## src/rtl/muldiv_unit_pkg.sv

```systemverilog
// Shared definitions for the RV32M multiply/divide unit.
// Holds the funct3 operation encodings, the controller state encoding,
// the iteration counter width and small helpers that classify an
// operation (divide vs multiply, which operands are signed).
package muldiv_unit_pkg;

  localparam int XLEN_DEF = 32;
  localparam int CNT_W    = 5;

  typedef enum logic [2:0] {
    F3_MUL    = 3'b000,
    F3_MULH   = 3'b001,
    F3_MULHSU = 3'b010,
    F3_MULHU  = 3'b011,
    F3_DIV    = 3'b100,
    F3_DIVU   = 3'b101,
    F3_REM    = 3'b110,
    F3_REMU   = 3'b111
  } funct3_e;

  typedef enum logic [1:0] {
    ST_IDLE = 2'd0,
    ST_CALC = 2'd1,
    ST_FIN  = 2'd2
  } state_e;

  function automatic logic is_div_op(input logic [2:0] f3);
    return f3[2];
  endfunction

  // Left operand is treated as signed for MULH, MULHSU, DIV and REM.
  function automatic logic left_signed(input logic [2:0] f3);
    return (f3 == F3_MULH) || (f3 == F3_MULHSU) || (f3 == F3_DIV) || (f3 == F3_REM);
  endfunction

  // Right operand is treated as signed for MULH, DIV and REM.
  function automatic logic right_signed(input logic [2:0] f3);
    return (f3 == F3_MULH) || (f3 == F3_DIV) || (f3 == F3_REM);
  endfunction

endpackage

```

## src/rtl/muldiv_unit_step.sv

```systemverilog
// Single radix-2 iteration of the multiply/divide datapath (combinational).
// One shared adder/subtractor serves both modes.
// Ports:
//   is_div    - 1: restoring divide step, 0: shift-add multiply step
//   acc       - partial product high half / partial remainder
//   shreg     - multiplier bits (LSB first) / dividend bits shifting into quotient
//   opb       - multiplicand magnitude / divisor magnitude
//   acc_nxt   - next acc value
//   shreg_nxt - next shreg value
module muldiv_step #(
  parameter int XLEN = 32
) (
  input  logic            is_div,
  input  logic [XLEN-1:0] acc,
  input  logic [XLEN-1:0] shreg,
  input  logic [XLEN-1:0] opb,
  output logic [XLEN-1:0] acc_nxt,
  output logic [XLEN-1:0] shreg_nxt
);

  logic [XLEN:0]   add_a;
  logic [XLEN:0]   add_b;
  logic [XLEN+1:0] sum;

  always_comb begin
    add_a     = '0;
    add_b     = '0;
    acc_nxt   = acc;
    shreg_nxt = shreg;

    if (is_div) begin
      // Trial subtract: {rem, next dividend bit} - divisor, done as a + ~b + 1.
      add_a = {acc, shreg[XLEN-1]};
      add_b = ~{1'b0, opb};
    end else begin
      add_a = {1'b0, acc};
      add_b = shreg[0] ? {1'b0, opb} : '0;
    end

    sum = {1'b0, add_a} + {1'b0, add_b} + {{(XLEN+1){1'b0}}, is_div};

    if (is_div) begin
      // Carry out means no borrow: the divisor fits, keep the difference.
      acc_nxt   = sum[XLEN+1] ? sum[XLEN-1:0] : add_a[XLEN-1:0];
      shreg_nxt = {shreg[XLEN-2:0], sum[XLEN+1]};
    end else begin
      // Shift the 33-bit sum right into the {acc, shreg} product pair.
      acc_nxt   = sum[XLEN:1];
      shreg_nxt = {sum[0], shreg[XLEN-1:1]};
    end
  end

endmodule

```

## src/rtl/muldiv_unit.sv

```systemverilog
// RV32M iterative multiply/divide unit, 32 radix-2 steps per operation.
// Fixed latency: start accepted at edge E0, done pulses after edge E33.
// Ports:
//   clk    - clock, rising edge
//   rst_n  - asynchronous active-low reset
//   start  - operation request (accepted in IDLE or FIN)
//   funct3 - RV32M operation select
//   oprl   - left operand (multiplicand / dividend)
//   oprr   - right operand (multiplier / divisor)
//   flush  - synchronous abort, overrides start
//   busy   - high while iterating
//   done   - one-cycle pulse, result valid
//   result - last completed result
//
// state   | meaning
// --------+------------------------------------------------------
// IDLE    | waiting for start
// CALC    | 32 iteration cycles, one step each
// FIN     | sign fix-up and special cases, result written on exit
module muldiv_unit
  import muldiv_unit_pkg::*;
#(
  parameter int XLEN = XLEN_DEF
) (
  input  logic            clk,
  input  logic            rst_n,
  input  logic            start,
  input  logic [2:0]      funct3,
  input  logic [XLEN-1:0] oprl,
  input  logic [XLEN-1:0] oprr,
  input  logic            flush,
  output logic            busy,
  output logic            done,
  output logic [XLEN-1:0] result
);

  localparam logic [CNT_W-1:0] CNT_LAST = CNT_W'(XLEN - 1);

  state_e            state;
  state_e            state_nxt;
  logic [CNT_W-1:0]  cnt;
  logic [2:0]        f3_q;
  logic              neg_l;
  logic              neg_r;
  logic              div_zero;
  logic [XLEN-1:0]   acc;
  logic [XLEN-1:0]   shreg;
  logic [XLEN-1:0]   opb;
  logic [XLEN-1:0]   result_q;
  logic              done_q;

  logic              accept;
  logic              sgn_l;
  logic              sgn_r;
  logic [XLEN-1:0]   mag_l;
  logic [XLEN-1:0]   mag_r;
  logic [XLEN-1:0]   acc_nxt;
  logic [XLEN-1:0]   shreg_nxt;
  logic [XLEN-1:0]   fin_result;
  logic [2*XLEN-1:0] prod_raw;
  logic [2*XLEN-1:0] prod;

  muldiv_step #(.XLEN(XLEN)) u_step (
    .is_div    (is_div_op(f3_q)),
    .acc       (acc),
    .shreg     (shreg),
    .opb       (opb),
    .acc_nxt   (acc_nxt),
    .shreg_nxt (shreg_nxt)
  );

  assign accept = start && !flush && ((state == ST_IDLE) || (state == ST_FIN));

  // The core always works on magnitudes; signs are reapplied in FIN.
  always_comb begin
    sgn_l = left_signed(funct3) && oprl[XLEN-1];
    sgn_r = right_signed(funct3) && oprr[XLEN-1];
    mag_l = sgn_l ? (~oprl + 1'b1) : oprl;
    mag_r = sgn_r ? (~oprr + 1'b1) : oprr;
  end

  always_ff @(posedge clk or negedge rst_n) begin
    if (!rst_n) state <= ST_IDLE;
    else        state <= state_nxt;
  end

  always_comb begin
    state_nxt = state;
    case (state)
      ST_IDLE: if (start) state_nxt = ST_CALC;
      ST_CALC: if (cnt == CNT_LAST) state_nxt = ST_FIN;
      ST_FIN:  state_nxt = start ? ST_CALC : ST_IDLE;
      default: state_nxt = ST_IDLE;
    endcase
    if (flush) state_nxt = ST_IDLE;
  end

  always_comb begin
    prod_raw   = {acc, shreg};
    prod       = (neg_l ^ neg_r) ? (~prod_raw + 1'b1) : prod_raw;
    fin_result = '0;
    if (!f3_q[2]) begin
      fin_result = (f3_q[1:0] == 2'b00) ? prod[XLEN-1:0] : prod[2*XLEN-1:XLEN];
    end else if (!f3_q[1]) begin
      // A zero divisor would otherwise get its all-ones quotient sign-flipped.
      if (div_zero)            fin_result = '1;
      else if (neg_l ^ neg_r)  fin_result = ~shreg + 1'b1;
      else                     fin_result = shreg;
    end else begin
      // With a zero divisor the remainder is |oprl|, so this restores oprl.
      fin_result = neg_l ? (~acc + 1'b1) : acc;
    end
  end

  always_ff @(posedge clk or negedge rst_n) begin
    if (!rst_n) begin
      cnt      <= '0;
      f3_q     <= '0;
      neg_l    <= 1'b0;
      neg_r    <= 1'b0;
      div_zero <= 1'b0;
      acc      <= '0;
      shreg    <= '0;
      opb      <= '0;
      result_q <= '0;
      done_q   <= 1'b0;
    end else begin
      done_q <= 1'b0;
      if (state == ST_FIN && !flush) begin
        result_q <= fin_result;
        done_q   <= 1'b1;
      end
      if (accept) begin
        f3_q     <= funct3;
        neg_l    <= sgn_l;
        neg_r    <= sgn_r;
        div_zero <= (oprr == '0);
        cnt      <= '0;
        acc      <= '0;
        shreg    <= is_div_op(funct3) ? mag_l : mag_r;
        opb      <= is_div_op(funct3) ? mag_r : mag_l;
      end else if (state == ST_CALC && !flush) begin
        cnt   <= cnt + 1'b1;
        acc   <= acc_nxt;
        shreg <= shreg_nxt;
      end
    end
  end

  assign busy   = (state == ST_CALC);
  assign done   = done_q;
  assign result = result_q;

endmodule

```

## config.mk

```make
export PLATFORM = sky130hd
export DESIGN_NAME = muldiv_unit
export DESIGN_NICKNAME = d
export VERILOG_FILES = /design/src/rtl/muldiv_unit_pkg.sv /design/src/rtl/muldiv_unit_step.sv /design/src/rtl/muldiv_unit.sv
export SDC_FILE = /design/constraint.sdc
export NUM_CORES = 1
export LEC_CHECK = 0
export CELL_PAD_IN_SITES_DETAIL_PLACEMENT = 1
export CELL_PAD_IN_SITES_GLOBAL_PLACEMENT = 1
export CORE_UTILIZATION = 41
export CTS_CLUSTER_DIAMETER = 40
export CTS_CLUSTER_SIZE = 16
export DETAILED_ROUTE_END_ITERATION = 16
export PLACE_DENSITY = 0.89
export SYNTH_ARGS = -nofsm -noshare
export SYNTH_HDL_FRONTEND = slang
export SYNTH_SLANG_ARGS = --single-unit
export TNS_END_PERCENT = 50
```

## constraint.sdc

```tcl
create_clock -name clk -period 4.23 [get_ports clk]
set_input_delay 0.6345 -clock clk [delete_from_list [all_inputs] [get_ports clk]]
set_output_delay 0.6345 -clock clk [all_outputs]
set_load 0.02 [all_outputs]
```

## After elaboration in Yosys (flattened, before gate mapping)

Index checks and enable logic that the tools add are counted.

- Bitwise operators: 7
- Equal/unequal tests: 9
- Multiplexer cells: 29
- Add/subtract/negate cells: 8
- Reductions and logical operators: 18

Operators with widths:

| operator | number |
|---|---|
| $mux W32 | 18 |
| $add A32 B1 Y32 const B | 4 |
| $not A32 Y32 | 4 |
| $mux W33 | 2 |
| $add A64 B1 Y64 const B | 1 |
| $mux W64 | 1 |
| $not A64 Y64 | 1 |
| $add A33 B33 Y34 | 1 |
| $add A34 B1 Y34 | 1 |
| $not A32 Y33 | 1 |
| $logic_not A32 Y1 | 1 |
| $mux W5 | 2 |
| $eq A3 B3 Y1 const B | 2 |
| $logic_and A1 B1 Y1 | 6 |
| $logic_or A1 B1 Y1 | 6 |
| $mux W2 | 3 |
| $pmux W2 S3 | 1 |
| $add A5 B1 Y5 const B | 1 |
| $eq A5 B5 Y1 const B | 1 |
| $logic_not A2 Y1 | 2 |
| $eq A3 B1 Y1 const B | 1 |
| $eq A3 B2 Y1 const B | 1 |
| $ne A3 B2 Y1 const B | 1 |
| $ne A3 B3 Y1 const B | 1 |
| 7 further kinds | 8 |

- Output and inout bits: 34
- Register bits: 142
- Word-level logic and storage cells: 82

## Depth between registers and ports, before layout

- Depth in word-level cells: 8
- Mapped depth: 17
- Depth with buffers taken out: 14

## Hierarchy

A second synthesis with hierarchy kept.

- Cell total of the unflattened synthesis: 1,778
- Area, all modules: 13,802.0 sq um

Modules (own cells, without submodules):

| module | cells each | sequential area each (sq um) | area each (sq um) | times used |
|---|---|---|---|---|
| muldiv_unit | 1,244 | 3,553.4 | 10,238.6 | 1 |
| muldiv_step | 534 | 0.0 | 3,563.4 | 1 |

## Worst setup path before layout

Ideal clock, no wire load.

- Path type: reg2reg
- Start point: reg f3_q[2]
- End point: reg acc[7]
- Arrival: 3.876 ns
- Clock period less this slack: 3.997 ns
- Path slack: 0.233 ns
- Data required time: 4.109 ns
- Cell stages (with the launch flop): 16
- Path through: dfrtp_1 clkbuf_1 clkbuf_1 clkbuf_1 mux2_2 ha_1 clkbuf_1 nand2_1 or4_1 nor2_1 a31oi_1 o211a_1 clkbuf_1 o21a_1 a211o_1 a22o_1

- Longest elaborated chain between the ends: 7
- Elaborated cells between the ends (all ways): 8
- Those cells by class: add/sub: 2; mux: 6

RTL lines:

| what | RTL line | source |
|---|---|---|
| start: declaration | muldiv_unit.sv:42 | `logic [2:0] f3_q;` |
| start signal: assignment | muldiv_unit.sv:134 | `f3_q <= funct3;` |
| $mux W33 | muldiv_unit_step.sv:31 | `if (is_div) begin` |
| $add A33 B33 Y34 | muldiv_unit_step.sv:40 | `sum = {1'b0, add_a} + {1'b0, add_b} + {{(XLEN+1){1'b0}}, is_div};` |
| $add A34 B1 Y34 | muldiv_unit_step.sv:40 |  |
| $mux W32 | muldiv_unit_step.sv:44 | `acc_nxt = sum[XLEN+1] ? sum[XLEN-1:0] : add_a[XLEN-1:0];` |
| $mux W32 (*) | muldiv_unit_step.sv:42 | `if (is_div) begin` |
| $mux W32 (*) | muldiv_unit.sv:142 | `end else if (state == ST_CALC && !flush) begin` |
| $mux W32 (*) | muldiv_unit.sv:133 | `if (accept) begin` |
| end signal: assignment | muldiv_unit.sv:144 | `acc <= acc_nxt;` |
| end: declaration | muldiv_unit.sv:46 | `logic [XLEN-1:0] acc;` |

Every way passes the cells marked *; elsewhere a longest branch is shown, timed or not. The select of a mux whose other input is x is not followed.
A chain may end at the register's enable or synchronous reset.

## Worst setup path in the final report

- Start point: reg f3_q[2]
- End point: reg acc[6]

The elaborated chain is that of the path after synthesis.

==> impl_summary.md <==
Logic synthesis
Among all flip-flop cells after synthesis, the most frequent one is sky130_fd_sc_hd__dfrtp_1. The number of warning messages in the yosys log is 0. The synthesized net count is about 1.9k. The post-synthesis instance total is 1,810. The synthesized netlist contains 82 unique library cells. The post-synthesis area per instance is about 7.7 sq um. The register bit count reported by yosys is 142. The area of the mapped netlist is roughly 14,000 sq um.

The largest total area in the synthesized netlist belongs to sky130_fd_sc_hd__dfrtp_1. The area share of the largest cell type after synthesis is approximately a quarter. By area the synthesized netlist is led by sky130_fd_sc_hd__dfrtp_1 (26%), sky130_fd_sc_hd__o21ai_0 (6.8%), sky130_fd_sc_hd__nand2_1 (6.6%), sky130_fd_sc_hd__xor2_1 (5.5%), sky130_fd_sc_hd__xnor2_1 (5.4%). The fraction of registers with async set or reset after synthesis is 100%. The sequential element share of the synthesized area is roughly a quarter. The number of synthesized flops with an enable pin is 0.

Clock network
Once the clock tree was built, the setup fixing pass inserted 0 buffers. No sink is reached through more buffers than the 2 on the longest clock path. The number of clock buffers added by TritonCTS is 17. The number of buffers inserted for hold repair after clock tree synthesis is 0. After clock tree synthesis, the clock-pin slew on the worst setup and hold paths is 80 ps. TritonCTS built the clock tree. The clock reaches the later pin of the worst-skew pair after around 450 ps.

The number of H-tree levels is 4. Clock tree synthesis found a total of ~140 sinks. CTS placed an instance of sky130_fd_sc_hd__clkbuf_16 at the clock tree root.

Power and ir drop
The net switching fraction of the power is roughly 52%. Power comes to slightly below 0.01 W. The combinational share of power is 59.7%.

In this run the static leakage power is approximately 6.5 nW. The switching power of the nets is approximately 0.0050 W. The power density over the cells is about 600 nW/um^2. The largest voltage drop on the vdd net is 0.380 mV. In this run, flip-flops and latches consume 23.7% of the power. The cell-internal power is 0.00459 W. The portion of total power attributed to the clock network is 16.6%.

Setup path
In this run the register-to-register setup slack is 90 ps. The endpoint identified for the worst register-to-register timing path is acc[6]. The capturing element of the worst setup path is acc[6]. The worst register-to-register path begins at f3_q[2]. The worst setup path is of the flop to flop kind. The nature of the critical path endpoint is a flop. The worst path required time is about 4600 ps. The worst setup path is launched from a flop.

The startpoint of the worst setup timing path is f3_q[2]. The signal arrival time at the worst endpoint is around 4500 ps. The largest driver fanout on the critical path is 27. The count of cells along the worst register-to-register path is 13.

Timing
The ratio of final minimum period to clock period is approximately 100%. The relative slew slack is roughly 39%. Setup violations remaining at the end of the flow were counted as 0.

The post-route worst hold slack is approximately 230 ps. The worst clock skew is 18.3 ps. The smallest clock period supported by the final layout is computed as approximately 4100 ps. Derived from the worst setup path, the maximum achievable clock frequency is approximately 240 MHz.

The number of slew-limit violations in the final report is 0. The number of endpoints with negative hold slack in the final report is 0. The actual transition at the worst max-transition pin is 913 ps.

Route
In this run the remaining antenna-violating nets after routing total 0. The final route contains ~15k vias. The routed length per placed instance is 25.6 microns. The aggregate routed wire length is 58,800 microns. The first TritonRoute pass finished after 7 iterations. The number of vias per cell after detailed routing is 6.65.

The DRC violations left is 0. For this block, the initial DRC count from the detailed router was 1,857.

Floorplan
The floorplan step defined a die boundary enclosing about 35,000 sq um. The number of rows in the core area is 66. The die is between 150 and 200 microns wide.

After floorplanning, the core was sized to cover ~33,000 sq um. between 100 and 150 I/O pins were placed. The initial utilization of the core area, before any placement, comes to a little over two fifths. From bottom edge to top edge, the die measures about 190 microns.

Global route
The global-route wire length before repair is a little over 90,000 microns. The pin count of the biggest net entering global routing is 88. The total overflow left after global routing is 0. The initial antenna violation count is 0. The via count of the first global-routing pass is around 16k. In the global route stage, overall resource usage came out at 34.7%.

Finish
The final non-filler cell total is roughly 2.3k. The library cell used most frequently in the layout, excluding fill and tap cells, is sky130_fd_sc_hd__nand2_1. Cells with a size suffix above 1 make up 9.47% of the layout. In the final design database the tool counted about 2.0k nets.

The filler cells instantiated in the layout total about 4.1k. 0 antenna diodes ended up in the layout. The area added between synthesis and finish is 15.6%.

The library cells used most frequently in the layout, excluding fill and tap cells, are sky130_fd_sc_hd__nand2_1 (244), sky130_fd_sc_hd__o21ai_0 (186), sky130_fd_sc_hd__dfrtp_1 (141).

Min path
The path category of the worst min-delay check is input port to async pin.

Outcome
The flow ran to the end, and the final reports show no timing, DRC or antenna violations.

Flow run
The max-cap check violation count is 0.

Placement
At the end of routability-driven placement, the weighted congestion stood at approximately 1.0. In this run the tool buffered the top-level ports with 104 buffer cells. Once placement completed, the tool counted placed cells totaling between 2k and 2.5k. Detailed placement ended at an HPWL of about 44,000 microns.
## critical path, stage by stage (launching register included)
cell,delay (ps)
sky130_fd_sc_hd__dfrtp_4,600
sky130_fd_sc_hd__buf_12,240
sky130_fd_sc_hd__buf_4,220
sky130_fd_sc_hd__mux2_2,350
sky130_fd_sc_hd__ha_1,390
sky130_fd_sc_hd__and3_1,270
sky130_fd_sc_hd__nand2_1,80
sky130_fd_sc_hd__a21oi_1,260
sky130_fd_sc_hd__o21ai_1,170
sky130_fd_sc_hd__o211a_2,410
sky130_fd_sc_hd__nor2_1,180
sky130_fd_sc_hd__buf_4,340
sky130_fd_sc_hd__a211oi_1,140
sky130_fd_sc_hd__o21ai_0,340
## state kept, by name (all words and copies together) (netlist names)
register  cells
acc          32
cnt           5
div_zero      1
done          1
f3_q          3
neg_l         1
neg_r         1
opb          32
result       32
shreg        32
state         2
## cell families after synthesis
family	count (synthesis)	synth area share, %
AO/OA/AOI/OAI	596	27.5
XOR/XNOR	173	10.9
adder cells (fa/ha/maj)	40	3.72
buffers and inverters	176	4.99
flip-flops	142	25.6
multiplexers	87	6.62
AND/OR/NAND/NOR	596	20.5
## per-stage QoR
stage	TNS [ps]	cell area [sq um]	worst slack, ps	utilization [%]
2_1_floorplan	0	13900	233	-
3_3_place_gp	0	15400	289	46.8
3_5_place_dp	0	15400	85.2	46.8
4_1_cts	0	16000	28.2	48.7
5_1_grt	-180	16000	-79.2	48.7
6_report	0	16000	90.7	48.7
## per-layer routing
| metal | vias to the layer above | share of wire [%] | track usage [%] |
|---|---|---|---|
| li1 | 6684 | - | - |
| met1 | 7541 | 41 | 45.0 |
| met2 | 892 | 45 | 53.7 |
| met3 | 186 | 8.9 | 6.34 |
| met4 | 0 | 5.8 | 20.1 |
| met5 | - | 0 | 0 |
## repair_timing
item | CTS | global route
setup endpoints to repair | 3 | 30
gates resized for setup | 2 | 7
hold endpoints to repair | 0 | 0
pin swaps | 0 | 0
## how the worst min path moves through the flow
| stage | from | end | slack (ps) | cells past startpoint |
|---|---|---|---|---|
| after global placement | result[22] | result[22] | 450 | 2 |
| final | rst_n | shreg[18] | 230 | 1 |
| after global routing | rst_n | shreg[18] | 310 | 1 |
| after floorplan | rst_n | acc[0] | 340 | 0 |
| after detailed placement | result[9] | result[9] | 480 | 2 |
| after CTS | rst_n | shreg[19] | 290 | 1 |
## cell type report
type | count | area (sq um) | area share (%)
multi-input cells | 1492 | 9660 | 60.3
flip-flops and latches | 142 | 3560 | 22.2
repair buffers | 165 | 1530 | 9.57
well taps | 442 | 553 | 3.45
clock buffers | 18 | 439 | 2.74
clock inverters | 14 | 160 | 1.00
inverters | 28 | 108 | 0.672
## power groups by stage
stage               sequential (W)  combinational (W)  clock (W)
global route               0.00229            0.00611    0.00164
CTS                        0.00223            0.00552    0.00160
detailed placement         0.00224            0.00540          0
global placement           0.00221            0.00520          0
finish                     0.00228            0.00575    0.00160
floorplan                  0.00182            0.00394          0
## Yosys cell counts, types with 14 or more instances
library cell               instances
sky130_fd_sc_hd__nand2_1         245
sky130_fd_sc_hd__o21ai_0         188
sky130_fd_sc_hd__dfrtp_1         142
sky130_fd_sc_hd__nor2_1          142
sky130_fd_sc_hd__a21oi_1         132
sky130_fd_sc_hd__clkbuf_1        122
sky130_fd_sc_hd__xor2_1           87
sky130_fd_sc_hd__xnor2_1          86
sky130_fd_sc_hd__mux2i_1          50
sky130_fd_sc_hd__ha_1             38
sky130_fd_sc_hd__mux2_2           37
sky130_fd_sc_hd__nor3_1           33
sky130_fd_sc_hd__o211ai_1         31
sky130_fd_sc_hd__inv_1            27
sky130_fd_sc_hd__o221ai_1         26
sky130_fd_sc_hd__a211oi_1         23
sky130_fd_sc_hd__or4_1            23
sky130_fd_sc_hd__nor4_1           21
sky130_fd_sc_hd__o21a_1           21
sky130_fd_sc_hd__o31ai_1          21
sky130_fd_sc_hd__a21o_1           20
sky130_fd_sc_hd__nand3_1          18
sky130_fd_sc_hd__a221oi_1         17
sky130_fd_sc_hd__a31oi_1          15
sky130_fd_sc_hd__or3_1            15
sky130_fd_sc_hd__a221o_1          14
sky130_fd_sc_hd__nand2b_1         14
sky130_fd_sc_hd__o21ai_1          14
No activity file was read; power rests on OpenSTA's default activity.
